[src/rtl/fifo_lane_unpacker.sv]
// Read-side companion to the registered SRL FIFO: pops wide words and replays
// them lane by lane on a narrow valid/ready stream with first/last markers.
module fifo_lane_unpacker #(
  parameter int width = 128,
  parameter int lanes = 4
) (
  input  logic                     CLK,
  input  logic                     RST_N,
  input  logic                     CLR,
  input  logic                     F_EMPTY_N,
  input  logic [width-1:0]         F_D_OUT,
  output logic                     F_DEQ,
  output logic                     S_VALID,
  input  logic                     S_READY,
  output logic [width/lanes-1:0]   S_DATA,
  output logic                     S_FIRST,
  output logic                     S_LAST,
  output logic [15:0]              WORD_CNT
);

  localparam int LW    = width / lanes;
  localparam int IDX_W = (lanes > 1) ? $clog2(lanes) : 1;
  localparam logic [IDX_W-1:0] LAST_IDX = IDX_W'(lanes - 1);

  logic [width-1:0] hreg;
  logic             hvalid;
  logic [IDX_W-1:0] idx;
  logic [15:0]      cnt;

  logic at_last;
  logic xfer;

  assign at_last = (idx == LAST_IDX);
  assign xfer    = hvalid && S_READY;

  // The next word is popped in the same cycle the last lane leaves, which is
  // what removes the bubble between words; reset gates the pop so the FIFO is
  // never drained while this block is held in reset.
  assign F_DEQ = RST_N && F_EMPTY_N && !CLR && (!hvalid || (S_READY && at_last));

  // NOTE: sequential state uses non-blocking assignments so every register
  // samples pre-edge values; blocking here would create order-dependent races.
  always_ff @(posedge CLK or negedge RST_N) begin
    if (!RST_N) begin
      // NOTE: the holding register is reset as well so S_DATA reads zero out
      // of reset; it carries no reset otherwise needed for correctness.
      hreg   <= '0;
      hvalid <= 1'b0;
      idx    <= '0;
      cnt    <= '0;
    end else if (CLR) begin
      hvalid <= 1'b0;
      idx    <= '0;
      cnt    <= '0;
    end else if (F_DEQ) begin
      hreg   <= F_D_OUT;
      hvalid <= 1'b1;
      idx    <= '0;
      cnt    <= cnt + 16'd1;
    end else if (xfer && !at_last) begin
      idx    <= idx + IDX_W'(1);
    end else if (xfer) begin
      hvalid <= 1'b0;
      idx    <= '0;
    end
  end

  generate
    if (lanes == 1) begin : g_single
      assign S_DATA = hreg;
    end else begin : g_multi
      logic [lanes-1:0][LW-1:0] lane_view;
      assign lane_view = hreg;
      assign S_DATA    = lane_view[idx];
    end
  endgenerate

  assign S_VALID  = hvalid;
  assign S_FIRST  = (idx == '0);
  assign S_LAST   = at_last;
  assign WORD_CNT = cnt;

endmodule

[config.mk]
export PLATFORM = sky130hd
export DESIGN_NAME = fifo_lane_unpacker
export DESIGN_NICKNAME = d
export VERILOG_FILES = /design/src/rtl/fifo_lane_unpacker.sv
export SDC_FILE = /design/constraint.sdc
export NUM_CORES = 1
export LEC_CHECK = 0
export CORE_ASPECT_RATIO = 2
export CORE_MARGIN = 2
export CORE_UTILIZATION = 53
export CTS_BUF_LIST = sky130_fd_sc_hd__clkbuf_8
export DETAILED_ROUTE_END_ITERATION = 8
export PLACE_DENSITY_LB_ADDON = 0.2
export SYNTH_ARGS = -nofsm -noshare
export SYNTH_HDL_FRONTEND = slang
export SYNTH_SLANG_ARGS = --single-unit
[constraint.sdc]
create_clock -name CLK -period 5.35 [get_ports CLK]
set_input_delay 1.07 -clock CLK [delete_from_list [all_inputs] [get_ports CLK]]
set_output_delay 1.07 -clock CLK [all_outputs]
set_load 0.05 [all_outputs]
==> results.toml, run 1 <==
[route]
vias_per_cell = 5.250
num_vias = 5329
wl_per_cell_um = 16.59
drt_pre_antenna_iters = 4
wl_mm = 16.83
ant_nets = 0
first_iter_violations = 305
drc = 0

[sta]
final.setup_skew_ps = 11.36
slew_viol_final = 0
fin_tns_setup_ps = 0
max_freq_ghz = 0.2538
setup_viol = 0
relSlewSlack_pct = 35.95
tightest_slew_ps = 960.8
grt_setup_unrepaired = "false"
period_share_pct = 73.65
hold_viol = 0
period_needed_ps = 3940

[worst_setup_path]
worst-path-max-fanout = 52
reg2reg_depth = 7
crit_path_end_kind = "output pin"
path_class = "reg -> out"
cp.required_ps = 4280
r2r_start = "idx[1]$_DFFE_PN0P_"
cp.arrival_ps = 2870
r2r_slack_ps = 2020
critPathLaunchType = "flip-flop"
r2r-end = "g_multi.lane_view[109]$_DFFE_PN0P_"

[hold_path]
min_to = "g_multi.lane_view[69]$_DFFE_PN0P_"
hold_start = "g_multi.lane_view[69]$_DFFE_PN0P_"
whs_path_depth = 2
min_path_type = "reg -> reg"

[cts]
postCtsSetupBuffers = 0
cts_buffers = 17
cts-htree-levels = 4
cts_resized = 0
cts-root-buf = "clkbuf_8"
hold_buffers = 0
clkLatencyLatePin_ps = 440
cts_buffer_depth = 2
clk_pin_slew_ps = 90
clock-sinks = 147
cts_tree = "built"

[job]
cap_violations = 0

[floorplanning]
die_w_um = 82.64
rows = 57
io_pins = 185
start_util_pct = 54.07
core_mm2 = 0.01212
die_h_um = 161.3
dieArea_mm2 = 0.01333

[synth]
synth.avg_cell_area_um2 = 9.597
synth_seq_cells = 147
async_reset_ff_share_pct = 100.0
syn_inst = 683
synth.distinct_cells = 36
synth-edff-count = 0
synth_nets = 819
syn_area_mm2 = 0.006555
yosysTopAreaCellShare_pct = 56.12
yosysSeqAreaShare_pct = 56.12
synth_top_area_cell = "dfrtp_1"
synth_ff_type = "dfrtp_1"
synth_area_leaders = "dfrtp_1, nand2_1, mux4_2, buf_2, clkbuf_1"
ys_warn_count = 0

[pwr]
power_density_mw_per_mm2 = 346.4
peakVddDrop_mv = 0.2341
power_leakage_nw = 4.271
totalPowerFinal_mw = 3.091

[final_layout]
final_net_count = 991
antenna_cells = 0
drive_above_1_share_pct = 9.562
multiInputGateArea_mm2 = 0.002690
nFillCells = 860
regArea_mm2 = 0.003681
area.growth.synth_to_final_pct = 36.13

[grt]
grt_overflow_total = 0
grt_pass1_vias = 5660
grt_pass1_wl_mm = 26.89
antenna_found_initial = 0
grt_max_degree = 88
grt_use_total_pct = 26.94

[placed_design]
dpl.hpwl_mm = 11.98
port_buffers = 184
gp_congestion = 0.8481

[outcome]
status = "finished, final reports clean"
worst max-delay path, stage by stage, from the launching register on:
cell	delay [ps]
dfrtp_2	1000
ha_1	380
a21boi_2	150
or2_4	290
inv_4	380
buf_12	200
cell type report:
type,instances,share of cell area (%)
clock inverters,15,2.285
well taps,147,2.061
multi-input cells,493,30.15
flip-flops and latches,147,41.25
repair buffers,192,21.44
inverters,4,0.1963
clock buffers,17,2.622
cells in the final DEF (no fill, tap or decap), types with 2 or more instances in the layout:
| cell | n |
|---|---|
| clkdlybuf4s50_1 | 182 |
| o21ai_0 | 5 |
| dfrtp_2 | 2 |
| ha_1 | 3 |
| nor4_1 | 2 |
| nor3_1 | 4 |
| nor3b_1 | 2 |
| nand3_1 | 5 |
| dfrtp_1 | 145 |
| inv_1 | 5 |
| clkinv_4 | 2 |
| or3_1 | 3 |
| buf_4 | 8 |
| clkbuf_8 | 17 |
| nand4_1 | 4 |
| mux2i_1 | 5 |
| mux2_2 | 2 |
| nand2_1 | 391 |
| xnor2_1 | 3 |
| clkinvlp_4 | 2 |
| nand2b_1 | 4 |
| nor2_1 | 7 |
| inv_6 | 5 |
| bufinv_16 | 4 |
| nand3b_1 | 3 |
| mux4_2 | 32 |
| a21oi_1 | 5 |
worst max path at each step:
stage                       startpoint     to  slack [ps]
finish              idx[1]$_DFFE_PN0P_  F_DEQ        1410
detailed placement                 CLR  F_DEQ        1430
global route        idx[1]$_DFFE_PN0P_  F_DEQ        1250
CTS                 idx[1]$_DFFE_PN0P_  F_DEQ        1380
global placement                   CLR  F_DEQ        1480
floorplan                          CLR  F_DEQ        1890
state kept, by name, summed over array words and instances, names as in the netlist:
name and flops:
g_multi.lane_view 128, S_VALID 1, idx 2, WORD_CNT 16
cells by family (layout without fill, tap and decap cells):
group,after synthesis,count (layout),share of synthesized area [%]
simple gates,434,434,26.63
flops,147,147,56.12
buf+inv,43,228,2.882
mux,39,39,12.10
compound gates,14,14,1.298
fa+ha+maj,3,3,0.5727
xor+xnor,3,3,0.4009
through the flow:
step | worst slack, ps | util (%) | area, um2 | instances | hold WS, ps
6_report | 1410 | 73.60 | 8924 | 1015 | 475.6
2_1_floorplan | 1894 | - | 6555 | 683 | 440.3
5_1_grt | 1246 | 73.60 | 8924 | 1015 | 502.2
3_3_place_gp | 1480 | 69.99 | 8486 | 983 | 451.9
3_5_place_dp | 1429 | 69.99 | 8486 | 983 | 456.8
4_1_cts | 1382 | 73.60 | 8924 | 1015 | 479.0
synth_stat cells, types with 2 or more instances:
cell / count
ha_1: 3
nand3b_1: 3
mux2i_1: 5
or3_1: 3
o21ai_0: 5
dfrtp_1: 147
nand4_1: 4
mux4_2: 32
nand2_1: 391
nor4_1: 2
mux2_2: 2
nor3b_1: 2
a21oi_1: 5
clkbuf_1: 15
nand2b_1: 4
inv_1: 3
buf_2: 22
nor3_1: 4
buf_1: 2
xnor2_1: 3
nor2_1: 7
nand3_1: 5
per-layer routing:
metal,vias to the layer above,routed length [um],global-route usage [%]
met1,2592,6203,30.26
met3,33,859,6.201
met4,0,454,10.13
met5,-,0,0
met2,168,9317,48.09
li1,2536,-,-
where the power goes:
group          internal, mW  switching (mW)  total (mW)
Combinational         0.328           0.419       0.747
Clock                 0.514           0.431       0.945
Sequential             1.30           0.104        1.40
Total                  2.14           0.954        3.09
Note: power is estimated with default switching activity, not from simulation.
==> run 2: changes to the inputs <==
CORE_UTILIZATION = 50   (was 53)
clock period = 4 ns   (was 5.35 ns; I/O delays follow)
==> results.toml, run 2 (synthesized netlist as in run 1, its figures left out) <==
[sta]
grt_setup_unrepaired = "false"
relSlewSlack_pct = 25.14
period_needed_ps = 3613
period_share_pct = 90.33
hold_viol = 0
tightest_slew_ps = 1123
fin_tns_setup_ps = 0
slew_viol_final = 0
whs_ps = 475.4
max_freq_ghz = 0.2768
setup_viol = 0
final.setup_skew_ps = 14.32

[worst_setup_path]
cp_slowest_cell = "dfrtp_2"
crit_path_end_kind = "output pin"
worst-path-max-fanout = 20
critPathLaunchType = "flip-flop"
cp.required_ps = 3200
crit_buf_inv = 2
cp.arrival_ps = 2810
cpPeakStageDelay_ps = 760
crit_chain = "buf_4 -> mux4_2 -> clkdlybuf4s50_1"
crit_family = "buffers and inverters"
path_class = "reg -> out"

[grt]
antenna_found_initial = 1
grt_pass1_wl_mm = 27.82
grt_overflow_total = 0
grt_max_degree = 132
grt_pass1_vias = 5861
grt_use_total_pct = 25.13

[cts]
cts_resized = 0
cts_tree = "built"
clk_pin_slew_ps = 70
clock-sinks = 147
cts_buffer_depth = 2
cts-htree-levels = 4
hold_buffers = 0
postCtsSetupBuffers = 0
cts_buffers = 17
clkLatencyLatePin_ps = 430
cts-root-buf = "clkbuf_8"

[final_layout]
drive_above_1_share_pct = 9.573
final_net_count = 991
final_cell_mix = "nand2_1, clkdlybuf4s50_1, dfrtp_1"
mostFrequentLayoutCell = "nand2_1"
largest_reg_flops = 128
fin_util_pct = 69.28
area.growth.synth_to_final_pct = 36.53
layoutNonFillerInstCount = 1020

[floorplanning]
start_util_pct = 50.74
die_w_um = 84.97
core_mm2 = 0.01292
rows = 59
die_h_um = 165.9
io_pins = 185
dieArea_mm2 = 0.01410

[placed_design]
dpl.hpwl_mm = 12.18
dp.cells = 988
gp_congestion = 0.8109
port_buffers = 184

[route]
first_iter_violations = 278
ant_nets = 0
wl_mm = 16.86
vias_per_cell = 5.254
drc = 0
drt_pre_antenna_iters = 5
num_vias = 5359
wl_per_cell_um = 16.53

[pwr]
power_density_mw_per_mm2 = 461.3
peakVddDrop_mv = 0.3372
power_leakage_nw = 4.269

[job]
cap_violations = 0

[hold_path]
min_path_type = "reg -> reg"

[outcome]
status = "finished, final reports clean"
## run 2: per-layer routing
| layer | wire [um] | share of wire, % | up-vias | track usage, % |
|---|---|---|---|---|
| met5 | 0 | 0 | - | 0 |
| met3 | 711 | 4.2 | 51 | 4.722 |
| met2 | 9395 | 56 | 189 | 44.29 |
| met1 | 5937 | 35 | 2579 | 28.02 |
| met4 | 811 | 4.8 | 0 | 13.46 |
| li1 | - | - | 2540 | - |
## run 2: path summary, 6_finish.rpt
check,cells past startpoint,from,to,slack (ps)
worst max-delay path,3,idx[0]$_DFFE_PN0P_,S_DATA[12],390
worst min-delay path,2,g_multi.lane_view[115]$_DFFE_PN0P_,g_multi.lane_view[115]$_DFFE_PN0P_,480
worst max register to register,6,idx[1]$_DFFE_PN0P_,WORD_CNT[0]$_DFFE_PN0P_,1090
worst min register to register,2,g_multi.lane_view[115]$_DFFE_PN0P_,g_multi.lane_view[115]$_DFFE_PN0P_,480
max in group asynchronous,3,RST_N,g_multi.lane_view[112]$_DFFE_PN0P_,1880
min in group asynchronous,2,RST_N,idx[1]$_DFFE_PN0P_,530
## run 2: worst min-delay path, delay by kind of cell (launching register included)
family	cells	cell delay [ps]
AND/OR/NAND/NOR	2	110
flip-flops	1	340
## run 2: cell type report
class / instances / area [um2]
Tap cell: 152 / 190.2
Clock buffer: 19 / 261.5
Fill cell: 1012 / 3969
Clock inverter: 12 / 181.4
Antenna cell: 1 / 2.502
Multi-Input combinational cell: 493 / 2690
Sequential cell: 147 / 3681
Timing Repair Buffer: 192 / 1926
Inverter: 4 / 17.52
## run 2: stage by stage
stage	setup WS, ps	cell area (um2)	total power, mW
after CTS	282.0	8947	4.169
after floorplan	979.3	6555	2.480
after global placement	778.5	8504	2.865
after global routing	190.4	8950	4.340
final	386.9	8950	4.129
after detailed placement	754.5	8504	2.910
## run 2: power breakdown
group          switching [mW]  internal [mW]  total, mW
clock                   0.540          0.712       1.25
sequential              0.146           1.73       1.88
combinational           0.555          0.440      0.995
==> run 3: changes to the inputs <==
--- a/constraint.sdc
+++ b/constraint.sdc
@@ -3,2 +3,2 @@
 set_output_delay 0.8 -clock CLK [all_outputs]
-set_load 0.05 [all_outputs]
+set_load 0.005 [all_outputs]
==> results.toml, run 3 (synthesized netlist as in run 1, its figures left out) <==
[outcome]
status = "finished, final reports clean"

[final_layout]
antenna_cells = 0
layoutNonFillerInstCount = 1020
final_cell_mix = "nand2_1, clkdlybuf4s50_1, dfrtp_1"
regArea_mm2 = 0.003681
area.growth.synth_to_final_pct = 36.78
fin_util_pct = 69.40
finalInstanceArea_mm2 = 0.008966
final_net_count = 992
drive_above_1_share_pct = 9.562
multiInputGateArea_mm2 = 0.002690
mostFrequentLayoutCell = "nand2_1"
largest_reg_flops = 128
nFillCells = 1009

[cts]
hold_buffers = 0
cts-root-buf = "clkbuf_8"
clkLatencyLatePin_ps = 440
cts_resized = 0
postCtsSetupBuffers = 0
cts_buffer_depth = 2
clk_pin_slew_ps = 80
cts-htree-levels = 4
clock-sinks = 147
cts_tree = "built"
cts_buffers = 17

[grt]
grt_use_total_pct = 24.87
antenna_found_initial = 0
grt_overflow_total = 0
grt_pass1_vias = 5757
grt_pass1_wl_mm = 27.46
grt_max_degree = 88

[route]
drc = 0
drt_pre_antenna_iters = 5
num_vias = 5347
wl_per_cell_um = 16.65
wl_mm = 16.98
ant_nets = 0
vias_per_cell = 5.242
first_iter_violations = 226

[sta]
relSlewSlack_pct = 28.13
max_freq_ghz = 0.3011
hold_viol = 0
tightest_slew_ps = 1078
whs_ps = 476.3
final.setup_skew_ps = 14.06
period_share_pct = 83.04
period_needed_ps = 3322
slew_viol_final = 0
fin_tns_setup_ps = 0
grt_setup_unrepaired = "false"
setup_slack_ps = 678.4
setup_viol = 0

[floorplanning]
die_w_um = 84.97
start_util_pct = 50.74
io_pins = 185
die_h_um = 165.9
dieArea_mm2 = 0.01410
rows = 59
core_mm2 = 0.01292

[pwr]
swShare_pct = 25.11
p_comb_share_pct = 18.7
power_density_mw_per_mm2 = 445.7
power.net_switching_mw = 1.004
clkPwrFrac_pct = 34.6
p_int_mw = 2.993
totalPowerFinal_mw = 3.996
peakVddDrop_mv = 0.3090
power_leakage_nw = 4.296
p_seq_share_pct = 46.8

[worst_setup_path]
path_class = "reg -> out"
r2r_start = "idx[0]$_DFFE_PN0P_"
r2r_slack_ps = 1220
reg2reg_depth = 7
crit_path_end_kind = "output pin"
worst-path-max-fanout = 35
critPathLaunchType = "flip-flop"
r2r-end = "g_multi.lane_view[69]$_DFFE_PN0P_"
cp.arrival_ps = 2520
cp.required_ps = 3200

[placed_design]
placed_cell_area_mm2 = 0.008489
dp_slack_ps = 649.1
dp.cells = 989
gp_congestion = 0.8260
port_buffers = 184
dpl.hpwl_mm = 11.89

[hold_path]
whs_path_depth = 2
min_path_type = "reg -> reg"
min_to = "g_multi.lane_view[92]$_DFFE_PN0P_"
hold_start = "g_multi.lane_view[92]$_DFFE_PN0P_"

[job]
cap_violations = 0
==> run 3: changes by cell type in the layout (fill, tap and decap cells not counted), moves of 2 or more <==
cell | before | now
clkinvlp_4 | 3 | 0
buf_12 | 2 | 0
clkinv_2 | 0 | 2
bufinv_16 | 4 | 6
inv_6 | 1 | 3
buf_4 | 7 | 9
clkinv_4 | 3 | 1
==> run 3: final cells by class <==
type	count	area share [%]
Sequential cell	147	41.05
Multi-Input combinational cell	493	30.00
Timing Repair Buffer	193	21.31
Clock buffer	18	2.763
Clock inverter	13	2.554
Tap cell	152	2.121
Inverter	4	0.1954
==> run 3: layer usage <==
layer  vias up  GRT usage (%)  routed length [um]
met5         -              0                   0
met3        34          5.716                 763
met2       152          44.94                9422
li1       2536              -                   -
met4         0          9.800                 509
met1      2625          27.68                6282
==> run 3: worst max path at each step <==
stage | cells after the start | slack, ps | from | to
2_1_floorplan | 5 | 1440 | CLR | F_DEQ
3_3_place_gp | 8 | 730 | F_EMPTY_N | g_multi.lane_view[6]$_DFFE_PN0P_
3_5_place_dp | 8 | 650 | F_EMPTY_N | g_multi.lane_view[6]$_DFFE_PN0P_
4_1_cts | 3 | 610 | idx[0]$_DFFE_PN0P_ | S_DATA[16]
5_1_grt | 3 | 530 | idx[0]$_DFFE_PN0P_ | S_DATA[16]
6_report | 3 | 680 | idx[0]$_DFFE_PN0P_ | S_DATA[16]
==> run 3: worst max-delay path, cell delays in order, from the launching register on <==
cell and delay (ps):
dfrtp_2 370, buf_4 590, mux4_2 640, clkdlybuf4s50_1 470
==> run 3: power groups by stage <==
| stage | Combinational [mW] | Sequential [mW] | Clock, mW |
|---|---|---|---|
| 2_1_floorplan | 0.367 | 1.85 | 0 |
| 3_3_place_gp | 0.729 | 1.87 | 0 |
| 3_5_place_dp | 0.754 | 1.90 | 0 |
| 4_1_cts | 0.762 | 1.87 | 1.41 |
| 5_1_grt | 0.824 | 1.90 | 1.48 |
| 6_report | 0.746 | 1.87 | 1.38 |
